### src/rtl/uart_host.sv
// rtl/uart_host.sv - initiator for the UART register-access protocol (one outstanding request, read timeout)
module uart_host #(
  parameter int TIMEOUT_CYCLES = 2000000
) (
  input  logic       clk,
  input  logic       reset,
  input  logic       req_valid,
  output logic       req_ready,
  input  logic       req_write,
  input  logic [2:0] req_addr,
  input  logic [7:0] req_wdata,
  output logic       rsp_valid,
  output logic [7:0] rsp_rdata,
  output logic       rsp_timeout,
  input  logic       tx_busy,
  output logic       tx_enable,
  output logic [7:0] tx_data,
  input  logic       rx_valid,
  input  logic [7:0] rx_data
);

  localparam int CW = (TIMEOUT_CYCLES > 2) ? $clog2(TIMEOUT_CYCLES) : 1;
  localparam logic [CW-1:0] LAST = CW'(TIMEOUT_CYCLES - 1);

  localparam logic [2:0] S_IDLE      = 3'd0;
  localparam logic [2:0] S_CMD_SEND  = 3'd1;
  localparam logic [2:0] S_CMD_WAIT  = 3'd2;
  localparam logic [2:0] S_DATA_SEND = 3'd3;
  localparam logic [2:0] S_DATA_WAIT = 3'd4;
  localparam logic [2:0] S_RSP_WAIT  = 3'd5;
  localparam logic [2:0] S_DONE      = 3'd6;

  logic [2:0]    state;
  logic          is_write;
  logic [7:0]    wdata;
  logic          guard;
  logic [CW-1:0] count;

  // Handshake and strobe outputs decoded straight from the state; the enable
  // is gated by busy so a byte is never handed over while uart_tx is occupied.
  assign req_ready = (state == S_IDLE);
  assign rsp_valid = (state == S_DONE);
  assign tx_enable = ((state == S_CMD_SEND) || (state == S_DATA_SEND)) && !tx_busy;

  // Transaction sequencer: command byte, optional data byte, then response or timeout.
  always_ff @(posedge clk) begin
    if (reset) begin
      state       <= S_IDLE;
      is_write    <= 1'b0;
      wdata       <= 8'h00;
      guard       <= 1'b0;
      count       <= '0;
      tx_data     <= 8'h00;
      rsp_rdata   <= 8'h00;
      rsp_timeout <= 1'b0;
    end else begin
      case (state)
        S_IDLE: begin
          if (req_valid) begin
            is_write <= req_write;
            wdata    <= req_wdata;
            tx_data  <= {(req_write ? 3'b010 : 3'b011), 2'b00, req_addr};
            state    <= S_CMD_SEND;
          end
        end
        S_CMD_SEND: begin
          if (!tx_busy) begin
            guard <= 1'b1;
            state <= S_CMD_WAIT;
          end
        end
        S_CMD_WAIT: begin
          // The first wait cycle ignores busy: uart_tx may not have raised it yet.
          if (guard) begin
            guard <= 1'b0;
          end else if (!tx_busy) begin
            if (is_write) begin
              tx_data <= wdata;
              state   <= S_DATA_SEND;
            end else begin
              count <= '0;
              state <= S_RSP_WAIT;
            end
          end
        end
        S_DATA_SEND: begin
          if (!tx_busy) begin
            guard <= 1'b1;
            state <= S_DATA_WAIT;
          end
        end
        S_DATA_WAIT: begin
          if (guard) begin
            guard <= 1'b0;
          end else if (!tx_busy) begin
            rsp_rdata   <= 8'h00;
            rsp_timeout <= 1'b0;
            state       <= S_DONE;
          end
        end
        S_RSP_WAIT: begin
          // A byte arriving on the terminal count still counts as a response.
          if (rx_valid) begin
            rsp_rdata   <= rx_data;
            rsp_timeout <= 1'b0;
            state       <= S_DONE;
          end else if (count == LAST) begin
            rsp_rdata   <= 8'h00;
            rsp_timeout <= 1'b1;
            state       <= S_DONE;
          end else begin
            count <= count + 1'b1;
          end
        end
        S_DONE: begin
          state <= S_IDLE;
        end
        default: begin
          state <= S_IDLE;
        end
      endcase
    end
  end

endmodule
### config.mk
export PLATFORM = sky130hd
export DESIGN_NAME = uart_host
export DESIGN_NICKNAME = d
export VERILOG_FILES = /design/src/rtl/uart_host.sv
export SDC_FILE = /design/constraint.sdc
export NUM_CORES = 1
export LEC_CHECK = 0
export ABC_AREA = 1
export BUFFER_PORTS_ARGS = -buffer_cell sky130_fd_sc_hd__buf_2
export CAP_MARGIN = 20
export CORE_ASPECT_RATIO = 1.25
export CORE_UTILIZATION = 57
export DETAILED_ROUTE_END_ITERATION = 7
export PLACE_DENSITY = 0.84
export SYNTH_ARGS = -nofsm -noshare
export SYNTH_HDL_FRONTEND = slang
export SYNTH_SLANG_ARGS = --single-unit
### constraint.sdc
create_clock -name clk -period 1.8 [get_ports clk]
set_input_delay 0.09 -clock clk [delete_from_list [all_inputs] [get_ports clk]]
set_output_delay 0.09 -clock clk [all_outputs]
set_load 0.02 [all_outputs]
# After elaboration in Yosys (flattened, before gate mapping)
# Cells that the tools add are included.
# totals
ff_bits	51
out_inout_bits	20
elab_cells	80
# classes
addsub	1
n_eq_ne	20
mux	35
n_reduce_logical	16
# op_table
cell	count
2-to-1 mux 21 bit	5
2-to-1 mux 8 bit	8
case mux 21 bit (2 select lines)	1
case mux 8 bit (2 select lines)	2
2-to-1 mux 3 bit	10
inequality test 2 bit (second input constant)	12
adder 21 x 1 -> 21 bit (second input constant)	1
equality test 21 bit (second input constant)	1
case mux 3 bit (6 select lines)	1
equality test 3 bit (second input constant)	3
AND reduction 8 bit	1
nonzero test 2 bit	4
equality test 3 x 2 -> 1 bit (second input constant)	2
2-to-1 mux 1 bit	6
AND reduction 6 bit	1
AND reduction 5 bit	1
case mux 1 bit (2 select lines)	2
AND reduction 2 bit	2
AND reduction 4 bit	1
OR reduction 2 bit	2
equality test 3 x 1 -> 1 bit (second input constant)	1
zero test 3 bit	1
inequality test 3 bit (second input constant)	1
logical AND 1 bit	1
2 further kinds	2

# Logic depth before layout (Yosys ltp)
# Gate-level depths: netlist of run 1.
# depth
word_depth	4
mapped_depth	11
depth_no_buf	11

# Worst setup path before layout of run 1
# OpenSTA, ideal clock, no wires.
# synth_path
kind	register to register
startpoint	register count[0]
endpoint	register count[18]
t_arrival_ps	1396
setup_slack_ps	293
path_stages_with_launch	12
synth_period_minus_slack_ps	1507
path_cell_list	dfxtp_1 > ha_1 > nand2_1 > nor2_4 > nand2_2 > nor2_4 > nand3_4 > nand3_2 > buf_6 > nand2_1 > nand2_1 > nor2_1
# synth_via
elab_chain_cells	4
elab_cells_between_ends	7
cone_classes	add/sub (1); eq/ne (2); mux (3); reduce/logical (1)
# synth_rtl
element	line	rtl
start: declaration	37	logic [CW-1:0] count;
start signal: assignment	112	count <= count + 1'b1;
adder 21 x 1 -> 21 bit	112	
2-to-1 mux 21 bit	107	end else if (count == LAST) begin
2-to-1 mux 21 bit	103	if (rx_valid) begin
case mux 21 bit (2 select lines)	57	case (state)
# Parallel ways exist; a longest one is shown, timed or not. The select of a mux whose other input is x is not followed.
# A chain may end at the register's enable or synchronous reset.

# Final worst setup path of run 1
# layout_path
startpoint	register count[0]
endpoint	register count[19]
# The elaborated chain is that of the path after synthesis.

==> results of run 1 <==
==> cells in the mapped netlist (4+ instances only) <==
master	instances	area (µm²)
o21ai_0	22	110
nor2_1	82	308
clkbuf_1	4	15.0
nand3_1	40	200
inv_2	5	18.8
dfxtp_1	51	1020
a21oi_1	35	175
inv_1	40	150
nand2_1	138	518
buf_4	4	30.0
nand4_1	10	62.6
nor2_4	5	56.3
==> worst reg2reg max path: stages, from the launching register on <==
cell,delay [ns]
dfxtp_1,0.39
ha_2,0.22
nand2_1,0.10
nor2_4,0.15
nand2_2,0.08
nor2_4,0.13
nand3_4,0.15
nand3_4,0.18
nand2_1,0.07
nand2_1,0.06
nor2_1,0.04
==> metrics by stage <==
stage,instances,hold WS (ns),setup WS [ns]
3_3_place_gp,564,0.342,0.0683
5_1_grt,576,0.0213,-0.0135
4_1_cts,572,0.0121,0.0195
2_1_floorplan,462,0.237,0.293
3_5_place_dp,564,0.354,0.0315
6_report,576,0.0175,0.124
==> flip-flops by register name, indices dropped and copies added, names as in the netlist <==
register	flops
count	21
guard	1
is_write	1
rsp_timeout	1
rsp_rdata	8
wdata	8
tx_data	8
state	3
==> cells in the final DEF (no fill, tap or decap), drive strengths merged <==
| master | count |
|---|---|
| nor3 | 4 |
| nand3 | 47 |
| inv | 45 |
| clkinvlp | 1 |
| dfxtp | 51 |
| nor2 | 88 |
| xnor2 | 2 |
| clkbuf | 6 |
| buf | 59 |
| xor2 | 1 |
| o2111ai | 1 |
| o21ai | 22 |
| a21oi | 35 |
| a31oi | 1 |
| nand2 | 141 |
| clkinv | 1 |
| nand4 | 10 |
| ha | 1 |
==> repair_timing <==
action	in CTS	in global routing
cloned	0	2
setup endpoints to repair	1	37
buffers inserted	0	2
hold buffers	0	0
gates resized for setup	1	12
pin swaps	0	2
==> cells by family after synthesis <==
kind of cell | Yosys count
simple gates | 288
compound gates | 59
xor+xnor | 3
buf+inv | 60
flops | 51
fa+ha+maj | 1
==> layer usage <==
| metal | wire, µm | vias up | GRT usage [%] |
|---|---|---|---|
| li1 | - | 1579 | - |
| met1 | 3040 | 1408 | 31.6 |
| met2 | 3810 | 103 | 53.5 |
| met3 | 331 | 21 | 5.00 |
| met4 | 250 | 0 | 14.3 |
| met5 | 0 | - | 0 |
==> path summary, 6_finish.rpt <==
| kind | from | end | slack (ns) |
|---|---|---|---|
| max | count[0] | count[19] | 0.12 |
| min | rx_data[7] | rsp_rdata[7] | 0.02 |
| max reg2reg | count[0] | count[19] | 0.12 |
| min reg2reg | wdata[1] | wdata[1] | 0.45 |
==> power groups by stage <==
stage / Combinational (mW) / Clock, mW / Sequential [mW]
after floorplan: 1.24 / 0 / 1.58
after global placement: 1.60 / 0 / 1.56
after detailed placement: 1.65 / 0 / 1.56
after CTS: 1.67 / 0.671 / 1.54
after global routing: 1.99 / 0.721 / 1.58
final: 1.79 / 0.658 / 1.56
==> final cells by class <==
type | count | area share (%)
multi-input cells | 353 | 49.8
flip-flops and latches | 51 | 30.5
repair buffers | 59 | 9.91
inverters | 45 | 5.03
well taps | 60 | 2.23
clock buffers | 6 | 2.16
clock inverters | 2 | 0.372
==> flow_metrics.tcl, run 1 <==
set metrics [dict create \
    outcome "finished clean" \
    internal-power_mw 2.22 \
    via_per_inst 5.40 \
    clkTransAtPathRegs_ns 0.09 \
    p_leak_nw 1.41 \
    die_x_um 65.7 \
    cp_top_family "simple AND/OR/NAND/NOR gates" \
    totalPowerFinal_mw 4.00 \
    async_reset_ff_share_pct 0 \
    dr_total_vias 3111 \
    clockRootBuffer "clkbuf_8" \
    stdcell_area_um2 3360 \
    cts_tree "done" \
    n_antenna_cell 0 \
    synth-compound-area-share_pct 10.4 \
    ys.flop_type "dfxtp_1" \
    hold_viol_final 0 \
    die_h_um 81.6 \
    final_max_slew_viol_count 0 \
    grt_pass1_wl_um 12000 \
    worstSetupEndpointType "flop" \
    multi_input_area_um2 1670 \
    whs_path_depth 3 \
    yosys.area_share.adder_pct 0.433 \
    drt-total-wl_um 7430 \
    remaining_drc_errors 0 \
    pwr-share-clk_pct 16.4 \
    fp-row-count 28 \
    drt_iter0_markers 317 \
    irDropWorstVdd_mv 0.858 \
    worstSetupStartpointType "flop" \
    nFillCells 425 \
    synth_enable_flop_cells 0 \
    cts_buffers 5 \
    worstSkewPairLatency_ns 0.31 \
    initial_core_util_pct 60.2 \
    final-setup-viol-count 0 \
    worst-r2r-cell-count 10 \
    grt_antenna_before_repair 0 \
    power.density_nw_per_um2 1190 \
    synth_mux_area_share_pct 0 \
    yosysWarnings 0 \
    drtAntennaViolNets 0 \
    yosysUniqueCellTypes 26 \
    switching_share_pct 44.6 \
    finalClockSkew_ns 0.00971 \
    crit_slowest_cell "dfxtp_1" \
    ios 45 \
    final_util_pct 70.0 \
    post_drt_wl_per_cell_um 12.9 \
    clk_path_buf_depth 2 \
    max_stage_delay_ns 0.39 \
    layout.nets 541 \
    critical_path_required_ns 2.02 \
    critPathKind "flop to flop" \
    maxCapViolCount 0 \
    p_switching_mw 1.79 \
    fin_crit_sh_pct 93.1 \
    synth_top_family_by_area "simple AND/OR/NAND/NOR gates" \
    crit_fanout 10 \
    syn-cell-area_um2 2890 \
    hold_class "input port to flop" \
    cp_common_cell "nand2_1" \
    area_growth_pct 16.2 \
    crit_arrival_ns 1.90 \
    worstMarginPinSlew_ns 0.370 \
    synth-xor-area-share_pct 0.909 \
    port_buffers 44 \
    yosys.area_share.simple_pct 43.8 \
    relSlewSlack_pct 75.3 \
    clock-sinks 51 \
    path_cells "ha_2 > nand2_1 > nor2_4 > nand2_2 > nor2_4 > nand3_4 > nand3_4 > nand2_1 > nand2_1 > nor2_1" \
    syn-num-nets 488 \
    grtUsageTotal_pct 29.1 \
    regArea_um2 1020 \
    layout-drive-gt1-share_pct 18.8 \
    fin_setup_tns_ns 0 \
    syn_area_per_cell_um2 6.26 \
    die_area_um2 5360 \
    p_seq_share_pct 38.9 \
    share_comb_of_total_power_pct 44.7 \
    grt_pass1_vias 2787 \
    ys_seq_area_share_pct 35.3 \
    crit_cells 10 \
    drtPass1Iterations 4 \
    cts_max_level 2 \
    grt_max_degree 28 \
    synth_seq_cells 51 \
    grt-ovfl-total 0 \
    path_buf_inv 0 \
    netlist_instances 462 \
    gp_congestion 0.950 \
    placed_cell_area_um2 3190 \
    fmax_mhz 597 \
    dp_hpwl_um 5340 \
    core_um2 4800 \
    finalCriticalPeriod_ns 1.68 \
]
No activity file was read; power rests on OpenSTA's default activity.
==> run 2: changes to the inputs <==
- REMOVE_ABC_BUFFERS: not set -> 1
==> run 2 against run 1 <==
Net effect: critical path type unchanged; design area shrank 0.60%; clock skew hardly changed; combinational power shrank 2%; highest routed layer unchanged; non-clock buffer count stayed put; die area did not move; clock power is 6.1% higher; clock-buffer cell count is 1 lower; sequential power barely moved; routed wire length is 1.9% lower; hold slack improved by 0.0049 ns; setup slack worse by 0.014 ns; critical path depth stayed put.
==> flow_metrics.tcl, run 2 (synthesis results as in run 1) <==
set metrics [dict create \
    clockRootBuffer "clkbuf_8" \
    die_h_um 81.6 \
    ios 45 \
    fmax_mhz 592 \
    remaining_drc_errors 0 \
    initial_core_util_pct 60.2 \
    irDropWorstVdd_mv 0.969 \
    drtAntennaViolNets 0 \
    area_growth_pct 15.5 \
    clkTransAtPathRegs_ns 0.10 \
    die_area_um2 5360 \
    worst_slack_ns 0.109 \
    worstSetupStartpointType "flop" \
    worstMarginPinSlew_ns 0.498 \
    path_cells "ha_2 > nand2_2 > nor2_4 > nand2_2 > nor2_4 > nand3_4 > nand3_4 > buf_12 > nand2_1 > a21oi_1" \
    relSlewSlack_pct 66.7 \
    port_buffers 44 \
    clk_path_buf_depth 2 \
    max_stage_delay_ns 0.37 \
    drt-total-wl_um 7290 \
    power.density_nw_per_um2 1190 \
    crit_arrival_ns 1.93 \
    dp_hpwl_um 5290 \
    worstSkewPairLatency_ns 0.31 \
    drt_iter0_markers 183 \
    final_cell_count_no_fill 574 \
    clock-sinks 51 \
    grt_pass1_vias 2688 \
    n_antenna_cell 0 \
    outcome "finished clean" \
    layout_common_cells "nand2_1, nor2_1, dfxtp_1" \
    placedCellCount 563 \
    critical_path_required_ns 2.03 \
    totalPowerFinal_mw 3.99 \
    die_x_um 65.7 \
    layout-drive-gt1-share_pct 18.5 \
    drtPass1Iterations 5 \
    largest_reg_flops 21 \
    maxCapViolCount 0 \
    grt-ovfl-total 0 \
    r2r_slack_ns 0.11 \
    fin_setup_tns_ns 0 \
    finalClockSkew_ns 0.00953 \
    largest_register "count" \
    gp_congestion 0.946 \
    reg2reg_to "count[0]" \
    critPathKind "flop to flop" \
    cts_tree "done" \
    layout.nets 539 \
    hp-start "rx_data[0]" \
    final-setup-viol-count 0 \
    cts_max_level 2 \
    core_um2 4800 \
    grt_max_degree 28 \
    nFillCells 412 \
    cts_buffers 5 \
    grt_antenna_before_repair 0 \
    worst-r2r-cell-count 10 \
    via_per_inst 5.36 \
    hold_viol_final 0 \
    dp_worst_setup_slack_ns 0.0412 \
    post_drt_wl_per_cell_um 12.7 \
    final_max_slew_viol_count 0 \
    path_buf_inv 1 \
    worst_hold_path.endpoint "rsp_rdata[0]" \
    finalCriticalPeriod_ns 1.69 \
    dr_total_vias 3078 \
    crit_slowest_cell "dfxtp_2" \
    fp-row-count 28 \
    p_leak_nw 1.42 \
    crit_fanout 17 \
    reg2reg_from "count[0]" \
    hold_class "input port to flop" \
    cp_top_family "simple AND/OR/NAND/NOR gates" \
    worstSetupEndpointType "flop" \
    hold_buffers 0 \
    layout_commonest_cell "nand2_1" \
    fin_crit_sh_pct 93.9 \
    grt_pass1_wl_um 11500 \
    whs_path_depth 3 \
    grtUsageTotal_pct 27.7 \
]
run 2: where the power goes:
group          switching [mW]  total (mW)  internal, mW
combinational            1.16        1.75         0.593
sequential              0.193        1.54          1.35
clock                   0.415       0.698         0.282
run 2: stage by stage:
step | cell area [µm²] | hold WS [ns] | utilization (%)
3_5_place_dp | 3190 | 0.349 | 66.5
6_report | 3340 | 0.0224 | 69.6
5_1_grt | 3340 | 0.0134 | 69.6
2_1_floorplan | 2800 | 0.159 | -
3_3_place_gp | 3190 | 0.341 | 66.5
4_1_cts | 3280 | 0.0178 | 68.4
run 2: worst max-delay path by stage:
| stage | endpoint | cells past startpoint | slack (ns) | start |
|---|---|---|---|---|
| CTS | rsp_rdata[5] | 8 | 0.03 | count[0] |
| floorplan | count[17] | 7 | -0.06 | state[2] |
| detailed placement | rsp_rdata[5] | 8 | 0.04 | count[0] |
| finish | count[0] | 10 | 0.11 | count[0] |
| global placement | rsp_rdata[5] | 8 | 0.11 | count[0] |
| global route | count[0] | 10 | -0.001 | count[0] |
run 2: worst reg2reg max path, stage by stage (launching register included):
cell and delay, ns:
dfxtp_2 0.37, ha_2 0.21, nand2_2 0.09, nor2_4 0.17, nand2_2 0.08, nor2_4 0.13, nand3_4 0.09, nand3_4 0.14
buf_12 0.15, nand2_1 0.06, a21oi_1 0.13
run 2: repair_timing:
item | CTS | global route
setup buffers | 0 | 3
resized for setup | 0 | 10
hold endpoints to repair | 0 | 0
setup endpoints to repair | 0 | 41
run 2: layout make-up:
| type | instances | area, µm² | share of cell area, % |
|---|---|---|---|
| Timing Repair Buffer | 59 | 345 | 10.3 |
| Clock buffer | 5 | 68.8 | 2.06 |
| Tap cell | 60 | 75.1 | 2.25 |
| Sequential cell | 51 | 1020 | 30.7 |
| Multi-Input combinational cell | 351 | 1630 | 48.9 |
| Clock inverter | 3 | 22.5 | 0.674 |
| Inverter | 45 | 169 | 5.06 |
run 2: routing by layer:
metal / up-vias / track usage (%) / part of all wire, %
li1: 1578 / - / -
met1: 1391 / 31.3 / 43
met2: 90 / 49.4 / 51
met3: 19 / 4.17 / 3.3
met4: 0 / 15.2 / 2.9
met5: - / 0 / 0
